$ cat config.mk
export PLATFORM = sky130hd
export DESIGN_NAME = msp_requester
export DESIGN_NICKNAME = d
export VERILOG_FILES = /design/src/rtl/msp_requester.sv
export SDC_FILE = /design/constraint.sdc
export NUM_CORES = 1
export LEC_CHECK = 0
export CELL_PAD_IN_SITES_DETAIL_PLACEMENT = 0
export CELL_PAD_IN_SITES_GLOBAL_PLACEMENT = 1
export CORE_AREA = 4 4 114 116
export CTS_CLUSTER_SIZE = 30
export DETAILED_ROUTE_END_ITERATION = 6
export DIE_AREA = 0 0 118 120
export PLACE_DENSITY = 0.89
export SLEW_MARGIN = 20
export SYNTH_ARGS = -nofsm -noshare
export SYNTH_HDL_FRONTEND = slang
export SYNTH_SLANG_ARGS = --single-unit
$ cat constraint.sdc
create_clock -name clk -period 5.5 [get_ports clk]
set_input_delay 0.825 -clock clk [delete_from_list [all_inputs] [get_ports clk]]
set_output_delay 0.825 -clock clk [all_outputs]
set_load 0.01 [all_outputs]
$ cat src/rtl/msp_requester.sv
// msp_requester: MSP v1 master-side requester.
// Serialises a request frame ($M< len cmd payload crc) onto a byte-parallel
// UART transmit interface, then parses the reply frame ($M> or $M!) from the
// receive byte stream. Reply payload bytes are forwarded as they arrive, and
// the transaction closes with a single completion pulse carrying cmd, len and
// status.
//
// Ports
//   clk, rst            clock, asynchronous active-high reset
//   req_valid/ready     request handshake, with req_cmd and req_len (8b each)
//   req_pl_data/valid/  request payload byte stream (taken in TX_PAYLOAD)
//   req_pl_ready
//   tx_data/valid/ready UART transmit byte interface
//   rx_data/valid       UART receive byte strobe (no backpressure)
//   rsp_data/           reply payload byte, one-cycle strobe per byte
//   rsp_data_valid
//   rsp_valid, rsp_cmd, completion pulse with reply cmd, len and status
//   rsp_len, rsp_status (0 ok, 1 crc/length error, 2 remote error, 3 timeout)
//   busy                high whenever the block is not idle
module msp_requester #(
  parameter int unsigned TIMEOUT_CYCLES = 72_000_000 / 100,
  parameter int unsigned MAX_RSP_LEN    = 64
) (
  input  logic       clk,
  input  logic       rst,
  input  logic       req_valid,
  output logic       req_ready,
  input  logic [7:0] req_cmd,
  input  logic [7:0] req_len,
  input  logic [7:0] req_pl_data,
  input  logic       req_pl_valid,
  output logic       req_pl_ready,
  output logic [7:0] tx_data,
  output logic       tx_valid,
  input  logic       tx_ready,
  input  logic [7:0] rx_data,
  input  logic       rx_valid,
  output logic [7:0] rsp_data,
  output logic       rsp_data_valid,
  output logic       rsp_valid,
  output logic [7:0] rsp_cmd,
  output logic [7:0] rsp_len,
  output logic [1:0] rsp_status,
  output logic       busy
);

  localparam int unsigned BW = 8;
  localparam int unsigned TW = (TIMEOUT_CYCLES > 1) ? $clog2(TIMEOUT_CYCLES) : 1;

  localparam logic [BW-1:0] CH_DOLLAR = 8'h24;
  localparam logic [BW-1:0] CH_M      = 8'h4D;
  localparam logic [BW-1:0] CH_TO_FC  = 8'h3C;
  localparam logic [BW-1:0] CH_FROM_FC = 8'h3E;
  localparam logic [BW-1:0] CH_ERR    = 8'h21;

  localparam logic [1:0] ST_OK      = 2'd0;
  localparam logic [1:0] ST_CRC_ERR = 2'd1;
  localparam logic [1:0] ST_REMOTE  = 2'd2;
  localparam logic [1:0] ST_TIMEOUT = 2'd3;

  typedef enum logic [3:0] {
    IDLE,
    TX_DOLLAR,
    TX_M,
    TX_DIR,
    TX_LEN,
    TX_CMD,
    TX_PAYLOAD,
    TX_CRC,
    RX_DOLLAR,
    RX_M,
    RX_DIR,
    RX_LEN,
    RX_CMD,
    RX_PAYLOAD,
    RX_CRC,
    DONE
  } state_e;

  state_e          state_q, state_d;
  logic [BW-1:0]   cmd_q, cmd_d;
  logic [BW-1:0]   len_q, len_d;
  logic [BW-1:0]   cnt_q, cnt_d;
  logic [BW-1:0]   crc_q, crc_d;
  logic            err_q, err_d;
  logic [TW-1:0]   timer_q, timer_d;
  logic [BW-1:0]   tx_data_q, tx_data_d;
  logic            tx_valid_q, tx_valid_d;
  logic [BW-1:0]   rsp_data_q, rsp_data_d;
  logic            rsp_data_valid_q, rsp_data_valid_d;
  logic            rsp_valid_q, rsp_valid_d;
  logic [BW-1:0]   rsp_cmd_q, rsp_cmd_d;
  logic [BW-1:0]   rsp_len_q, rsp_len_d;
  logic [1:0]      rsp_status_q, rsp_status_d;

  logic            tx_load;
  logic            rx_state;
  logic [BW-1:0]   cnt_inc;

  // A new TX byte may only be loaded into an empty holding register.
  assign tx_load  = tx_ready && !tx_valid_q;
  assign rx_state = (state_q == RX_DOLLAR) || (state_q == RX_M) ||
                    (state_q == RX_DIR)    || (state_q == RX_LEN) ||
                    (state_q == RX_CMD)    || (state_q == RX_PAYLOAD) ||
                    (state_q == RX_CRC);
  assign cnt_inc  = cnt_q + BW'(1);

  assign req_ready      = (state_q == IDLE);
  assign req_pl_ready   = (state_q == TX_PAYLOAD) && tx_load;
  assign busy           = (state_q != IDLE);
  assign tx_data        = tx_data_q;
  assign tx_valid       = tx_valid_q;
  assign rsp_data       = rsp_data_q;
  assign rsp_data_valid = rsp_data_valid_q;
  assign rsp_valid      = rsp_valid_q;
  assign rsp_cmd        = rsp_cmd_q;
  assign rsp_len        = rsp_len_q;
  assign rsp_status     = rsp_status_q;

  // State register and datapath registers.
  always_ff @(posedge clk or posedge rst) begin
    if (rst) begin
      state_q          <= IDLE;
      cmd_q            <= '0;
      len_q            <= '0;
      cnt_q            <= '0;
      crc_q            <= '0;
      err_q            <= 1'b0;
      timer_q          <= '0;
      tx_data_q        <= '0;
      tx_valid_q       <= 1'b0;
      rsp_data_q       <= '0;
      rsp_data_valid_q <= 1'b0;
      rsp_valid_q      <= 1'b0;
      rsp_cmd_q        <= '0;
      rsp_len_q        <= '0;
      rsp_status_q     <= '0;
    end else begin
      state_q          <= state_d;
      cmd_q            <= cmd_d;
      len_q            <= len_d;
      cnt_q            <= cnt_d;
      crc_q            <= crc_d;
      err_q            <= err_d;
      timer_q          <= timer_d;
      tx_data_q        <= tx_data_d;
      tx_valid_q       <= tx_valid_d;
      rsp_data_q       <= rsp_data_d;
      rsp_data_valid_q <= rsp_data_valid_d;
      rsp_valid_q      <= rsp_valid_d;
      rsp_cmd_q        <= rsp_cmd_d;
      rsp_len_q        <= rsp_len_d;
      rsp_status_q     <= rsp_status_d;
    end
  end

  // Next-state and datapath logic.
  always_comb begin
    state_d          = state_q;
    cmd_d            = cmd_q;
    len_d            = len_q;
    cnt_d            = cnt_q;
    crc_d            = crc_q;
    err_d            = err_q;
    timer_d          = '0;
    tx_data_d        = tx_data_q;
    tx_valid_d       = tx_valid_q;
    rsp_data_d       = rsp_data_q;
    rsp_data_valid_d = 1'b0;
    rsp_valid_d      = 1'b0;
    rsp_cmd_d        = rsp_cmd_q;
    rsp_len_d        = rsp_len_q;
    rsp_status_d     = rsp_status_q;

    // Holding register empties on handshake, in any state (the crc byte
    // drains while the receiver is already listening).
    if (tx_valid_q && tx_ready) begin
      tx_valid_d = 1'b0;
    end

    case (state_q)
      IDLE: begin
        if (req_valid) begin
          cmd_d   = req_cmd;
          len_d   = req_len;
          state_d = TX_DOLLAR;
        end
      end
      TX_DOLLAR: begin
        if (tx_load) begin
          tx_data_d  = CH_DOLLAR;
          tx_valid_d = 1'b1;
          state_d    = TX_M;
        end
      end
      TX_M: begin
        if (tx_load) begin
          tx_data_d  = CH_M;
          tx_valid_d = 1'b1;
          state_d    = TX_DIR;
        end
      end
      TX_DIR: begin
        if (tx_load) begin
          tx_data_d  = CH_TO_FC;
          tx_valid_d = 1'b1;
          state_d    = TX_LEN;
        end
      end
      TX_LEN: begin
        if (tx_load) begin
          tx_data_d  = len_q;
          tx_valid_d = 1'b1;
          crc_d      = len_q;
          state_d    = TX_CMD;
        end
      end
      TX_CMD: begin
        if (tx_load) begin
          tx_data_d  = cmd_q;
          tx_valid_d = 1'b1;
          crc_d      = crc_q ^ cmd_q;
          cnt_d      = '0;
          state_d    = (len_q == '0) ? TX_CRC : TX_PAYLOAD;
        end
      end
      TX_PAYLOAD: begin
        if (tx_load && req_pl_valid) begin
          tx_data_d  = req_pl_data;
          tx_valid_d = 1'b1;
          crc_d      = crc_q ^ req_pl_data;
          cnt_d      = cnt_inc;
          if (cnt_inc == len_q) begin
            state_d = TX_CRC;
          end
        end
      end
      TX_CRC: begin
        if (tx_load) begin
          tx_data_d  = crc_q;
          tx_valid_d = 1'b1;
          state_d    = RX_DOLLAR;
        end
      end
      RX_DOLLAR: begin
        if (rx_valid && (rx_data == CH_DOLLAR)) begin
          state_d = RX_M;
        end
      end
      RX_M: begin
        if (rx_valid) begin
          state_d = (rx_data == CH_M) ? RX_DIR : RX_DOLLAR;
        end
      end
      RX_DIR: begin
        if (rx_valid) begin
          if (rx_data == CH_FROM_FC) begin
            err_d   = 1'b0;
            state_d = RX_LEN;
          end else if (rx_data == CH_ERR) begin
            err_d   = 1'b1;
            state_d = RX_LEN;
          end else begin
            state_d = RX_DOLLAR;
          end
        end
      end
      RX_LEN: begin
        if (rx_valid) begin
          rsp_len_d = rx_data;
          crc_d     = rx_data;
          // Oversized replies are rejected before any payload is forwarded.
          if (32'(rx_data) > MAX_RSP_LEN) begin
            rsp_status_d = ST_CRC_ERR;
            rsp_valid_d  = 1'b1;
            state_d      = DONE;
          end else begin
            state_d = RX_CMD;
          end
        end
      end
      RX_CMD: begin
        if (rx_valid) begin
          rsp_cmd_d = rx_data;
          crc_d     = crc_q ^ rx_data;
          cnt_d     = '0;
          state_d   = (rsp_len_q == '0) ? RX_CRC : RX_PAYLOAD;
        end
      end
      RX_PAYLOAD: begin
        if (rx_valid) begin
          rsp_data_d       = rx_data;
          rsp_data_valid_d = 1'b1;
          crc_d            = crc_q ^ rx_data;
          cnt_d            = cnt_inc;
          if (cnt_inc == rsp_len_q) begin
            state_d = RX_CRC;
          end
        end
      end
      RX_CRC: begin
        if (rx_valid) begin
          if (rx_data != crc_q) begin
            rsp_status_d = ST_CRC_ERR;
          end else begin
            rsp_status_d = err_q ? ST_REMOTE : ST_OK;
          end
          rsp_valid_d = 1'b1;
          state_d     = DONE;
        end
      end
      DONE: begin
        state_d = IDLE;
      end
      default: begin
        state_d = IDLE;
      end
    endcase

    // Reply timeout: counts idle cycles while receiving, any byte restarts it.
    if (rx_state && !rx_valid) begin
      if (timer_q == TW'(TIMEOUT_CYCLES - 1)) begin
        rsp_status_d = ST_TIMEOUT;
        rsp_valid_d  = 1'b1;
        state_d      = DONE;
      end else begin
        timer_d = timer_q + TW'(1);
      end
    end
  end

endmodule
==> reports/qor.yml <==
status:
  run_status: "complete, no violations"
logic_synthesis:
  synth.avg_cell_area_um2: 10.30
  yosysWarnings: 0
  synth_area_um2: 5530
  yosysUniqueCellTypes: 67
  syn_inst: 537
  yosys_most_used_dff: "dfrtp_1"
  synth-seq-cells: 94
  synth_nets: 577
  synth_seq_area_share: 0.4253
  synthArstFlopShare: 1.000
  synth_edf_count: 0
routing:
  routed_wl_mm: 14.98
  wl_per_cell_um: 20.05
  remaining_drc_errors: 0
  wl_met3_mm: 1.168
  vias: 4470
  met2_length_mm: 7.085
  wl_met1_mm: 6.339
  ant_nets: 0
  highest_layer: "met4"
  routed_via_density: 5.984
  first_pass_iters: 5
  drt-initial-drc-count: 343
final_layout:
  mostFrequentLayoutCells: "dfrtp_1 (94), clkdlybuf4s50_1 (77), nor2_1 (59), mux2_2 (46), xnor2_1 (29)"
  drive_gt1_frac: 0.1417
  utilization: 0.5528
  layout.nets: 635
  final_common_cell: "dfrtp_1"
  num_antenna_cells: 0
  fill_cells: 1053
  syn2layout_area_growth_pct: 19.07
power_and_ir_drop:
  powerDensity_nw_per_um2: 523.5
  p_sw_frac: 0.3839
  leakage_uw: 0.002775
  power.net_switching_uw: 1324
  p_comb_frac: 0.462
  pwr-share-seq: 0.347
  internal-power_uw: 2124
  ir_worst_vdd_uv: 266.5
  fin_total_pwr_uw: 3448
  pwr-share-clk: 0.192
clocking:
  cts_setup_buffers: 0
  tritoncts: "yes"
  clk-insertion-delay-late_ns: 0.35
  cts_buffers: 9
  cts.sinks: 94
  hold_buffers: 0
  post_cts_resized: 0
  clkTransAtPathRegs_ns: 0.07
  clockBufferDepth: 2
  htreeDepth: 3
  root_buffer: "clkbuf_16"
critical_path:
  cp_slowest_cell: "dfrtp_1"
  setup.worst_path.class: "reg -> out"
  r2r_end: "cnt_q[4]$_DFFE_PP0P_"
  worstPathRequired_ns: 4.68
  rr_worst_depth: 6
  path_cells: "nor2b_1 > nand2_1 > nor2_1 > clkdlybuf4s50_1"
  crit_path_start_kind: "register"
  cp.arrival_ns: 2.54
  crit_family: "flip-flops"
  worst_setup_path_end_kind: "primary output"
  worst-path-buf-inv: 1
  crit_fanout: 26
  rr_startpoint: "state_q[3]$_DFF_PP0_"
  r2r_slack_ns: 2.52
  cp_slowest_stage_delay_ns: 0.84
timing:
  maxSlewHeadroom: 0.4365
  tightest_slew_ns: 0.8453
  finalSetupViolCount: 0
  fmax_ghz: 0.2975
  fin_tns_setup_ns: 0
  rsz0062_at_grt: "no"
  finalClockSkew_ns: 0.009429
  timing.final.crit_share: 0.6111
  holdWs_ns: 0.5099
  finalMaxSlewViolations: 0
  period_needed_ns: 3.361
  finalHoldViolCount: 0
floorplan:
  core_um2: 11910
  fp.dieH_um: 120
  row_count: 40
  start_util: 0.4643
  ios: 78
  fp.dieW_um: 118
  dieArea_um2: 14160
run:
  maxCapViolations: 0
placement:
  dp_hpwl_mm: 10.62
  routabilityCongestion: 0.9616
  portBuffers: 77
worst_hold_path:
  worstHoldStart: "rsp_data[4]$_DFFE_PP0P_"
  holdPathStages: 1
  hold_path.class: "reg -> reg"
  min_to: "rsp_data[4]$_DFFE_PP0P_"
grt:
  grt_pass1_wl_mm: 24.34
  gr-total-overflow: 0
  grt_max_degree: 50
  grt_antenna_before_repair: 0
  track_usage: 0.2159
  grt_pass1_vias: 4531
synth_stat cells (5+ instances only):
| master | number | share of area |
|---|---|---|
| dfrtp_1 | 94 | 0.43 |
| nor2_1 | 59 | 0.040 |
| mux2_2 | 46 | 0.094 |
| xnor2_1 | 29 | 0.046 |
| nand2_1 | 28 | 0.019 |
| o21ai_0 | 25 | 0.023 |
| nand3_1 | 21 | 0.019 |
| xor2_1 | 17 | 0.027 |
| a22o_1 | 16 | 0.025 |
| and3_1 | 16 | 0.018 |
| clkbuf_1 | 14 | 0.0095 |
| nand4_1 | 14 | 0.016 |
| a21oi_1 | 10 | 0.0091 |
| nor3_1 | 10 | 0.0091 |
| a21o_1 | 9 | 0.012 |
| clkbuf_8 | 9 | 0.022 |
| inv_1 | 9 | 0.0061 |
| a221o_1 | 8 | 0.014 |
| nor2b_1 | 7 | 0.0079 |
| a31oi_1 | 5 | 0.0057 |
| and4_1 | 5 | 0.0079 |
| buf_2 | 5 | 0.0045 |
| nand2b_1 | 5 | 0.0057 |
through the flow:
step	cell area, um^2	setup WS [ns]	cells
final	6585	2.139	747
after CTS	6585	2.159	747
after floorplan	5530	2.226	537
after global placement	6271	2.197	731
after detailed placement	6271	2.116	731
after global routing	6585	1.932	747
final cells by class:
class | count | area [um^2] | area share
multi-input cells | 398 | 2884 | 0.4380
flip-flops and latches | 94 | 2352 | 0.3572
repair buffers | 83 | 815.8 | 0.1239
clock buffers | 11 | 252.7 | 0.03838
well taps | 147 | 183.9 | 0.02793
clock inverters | 5 | 61.31 | 0.009310
inverters | 9 | 35.03 | 0.005320
worst register-to-register path: stages (launching register included):
cell and delay (ns):
dfrtp_1 0.76, nor2_1 0.19, xnor2_1 0.18, nand2_1 0.45
or3_1 0.70, or2_2 0.41, o31ai_1 0.20
per-layer routing:
layer | GRT usage | up-vias
met5 | 0 | -
met4 | 0.09304 | 0
met3 | 0.04430 | 33
met2 | 0.3414 | 189
met1 | 0.2887 | 2178
li1 | - | 2070
power groups by stage:
stage	sequential, uW	clock, uW	combinational [uW]
5_1_grt	1220	701	1740
4_1_cts	1190	671	1580
6_report	1190	661	1590
3_5_place_dp	1200	0	1580
2_1_floorplan	1120	0	1130
3_3_place_gp	1190	0	1550
kinds of logic after synthesis:
family / share of synthesized area
xor+xnor: 0.08936
fa+ha+maj: 0.004524
buf+inv: 0.05317
compound gates: 0.1296
flops: 0.4253
mux: 0.1131
simple gates: 0.1848
flip-flops by register name, indices dropped and copies added, names as in the netlist:
| signal | flops |
|---|---|
| rsp_data | 8 |
| timer_q | 20 |
| rsp_data_valid | 1 |
| rsp_len | 8 |
| rsp_valid | 1 |
| tx_data | 8 |
| err_q | 1 |
| rsp_status | 2 |
| rsp_cmd | 8 |
| crc_q | 8 |
| cnt_q | 8 |
| cmd_q | 8 |
| len_q | 8 |
| tx_valid | 1 |
| state_q | 4 |
how the worst max path moves through the flow:
| stage | from | to | slack, ns | cells past startpoint |
|---|---|---|---|---|
| 5_1_grt | state_q[2]$_DFF_PP0_ | req_pl_ready | 1.93 | 4 |
| 2_1_floorplan | rst | cmd_q[0]$_DFFE_PP0P_ | 2.23 | 1 |
| 6_report | state_q[2]$_DFF_PP0_ | req_pl_ready | 2.14 | 4 |
| 3_5_place_dp | rx_data[4] | state_q[1]$_DFF_PP0_ | 2.12 | 7 |
| 4_1_cts | state_q[2]$_DFF_PP0_ | req_pl_ready | 2.16 | 4 |
| 3_3_place_gp | rx_data[4] | state_q[1]$_DFF_PP0_ | 2.20 | 7 |
(Power assumes the default switching activity.)
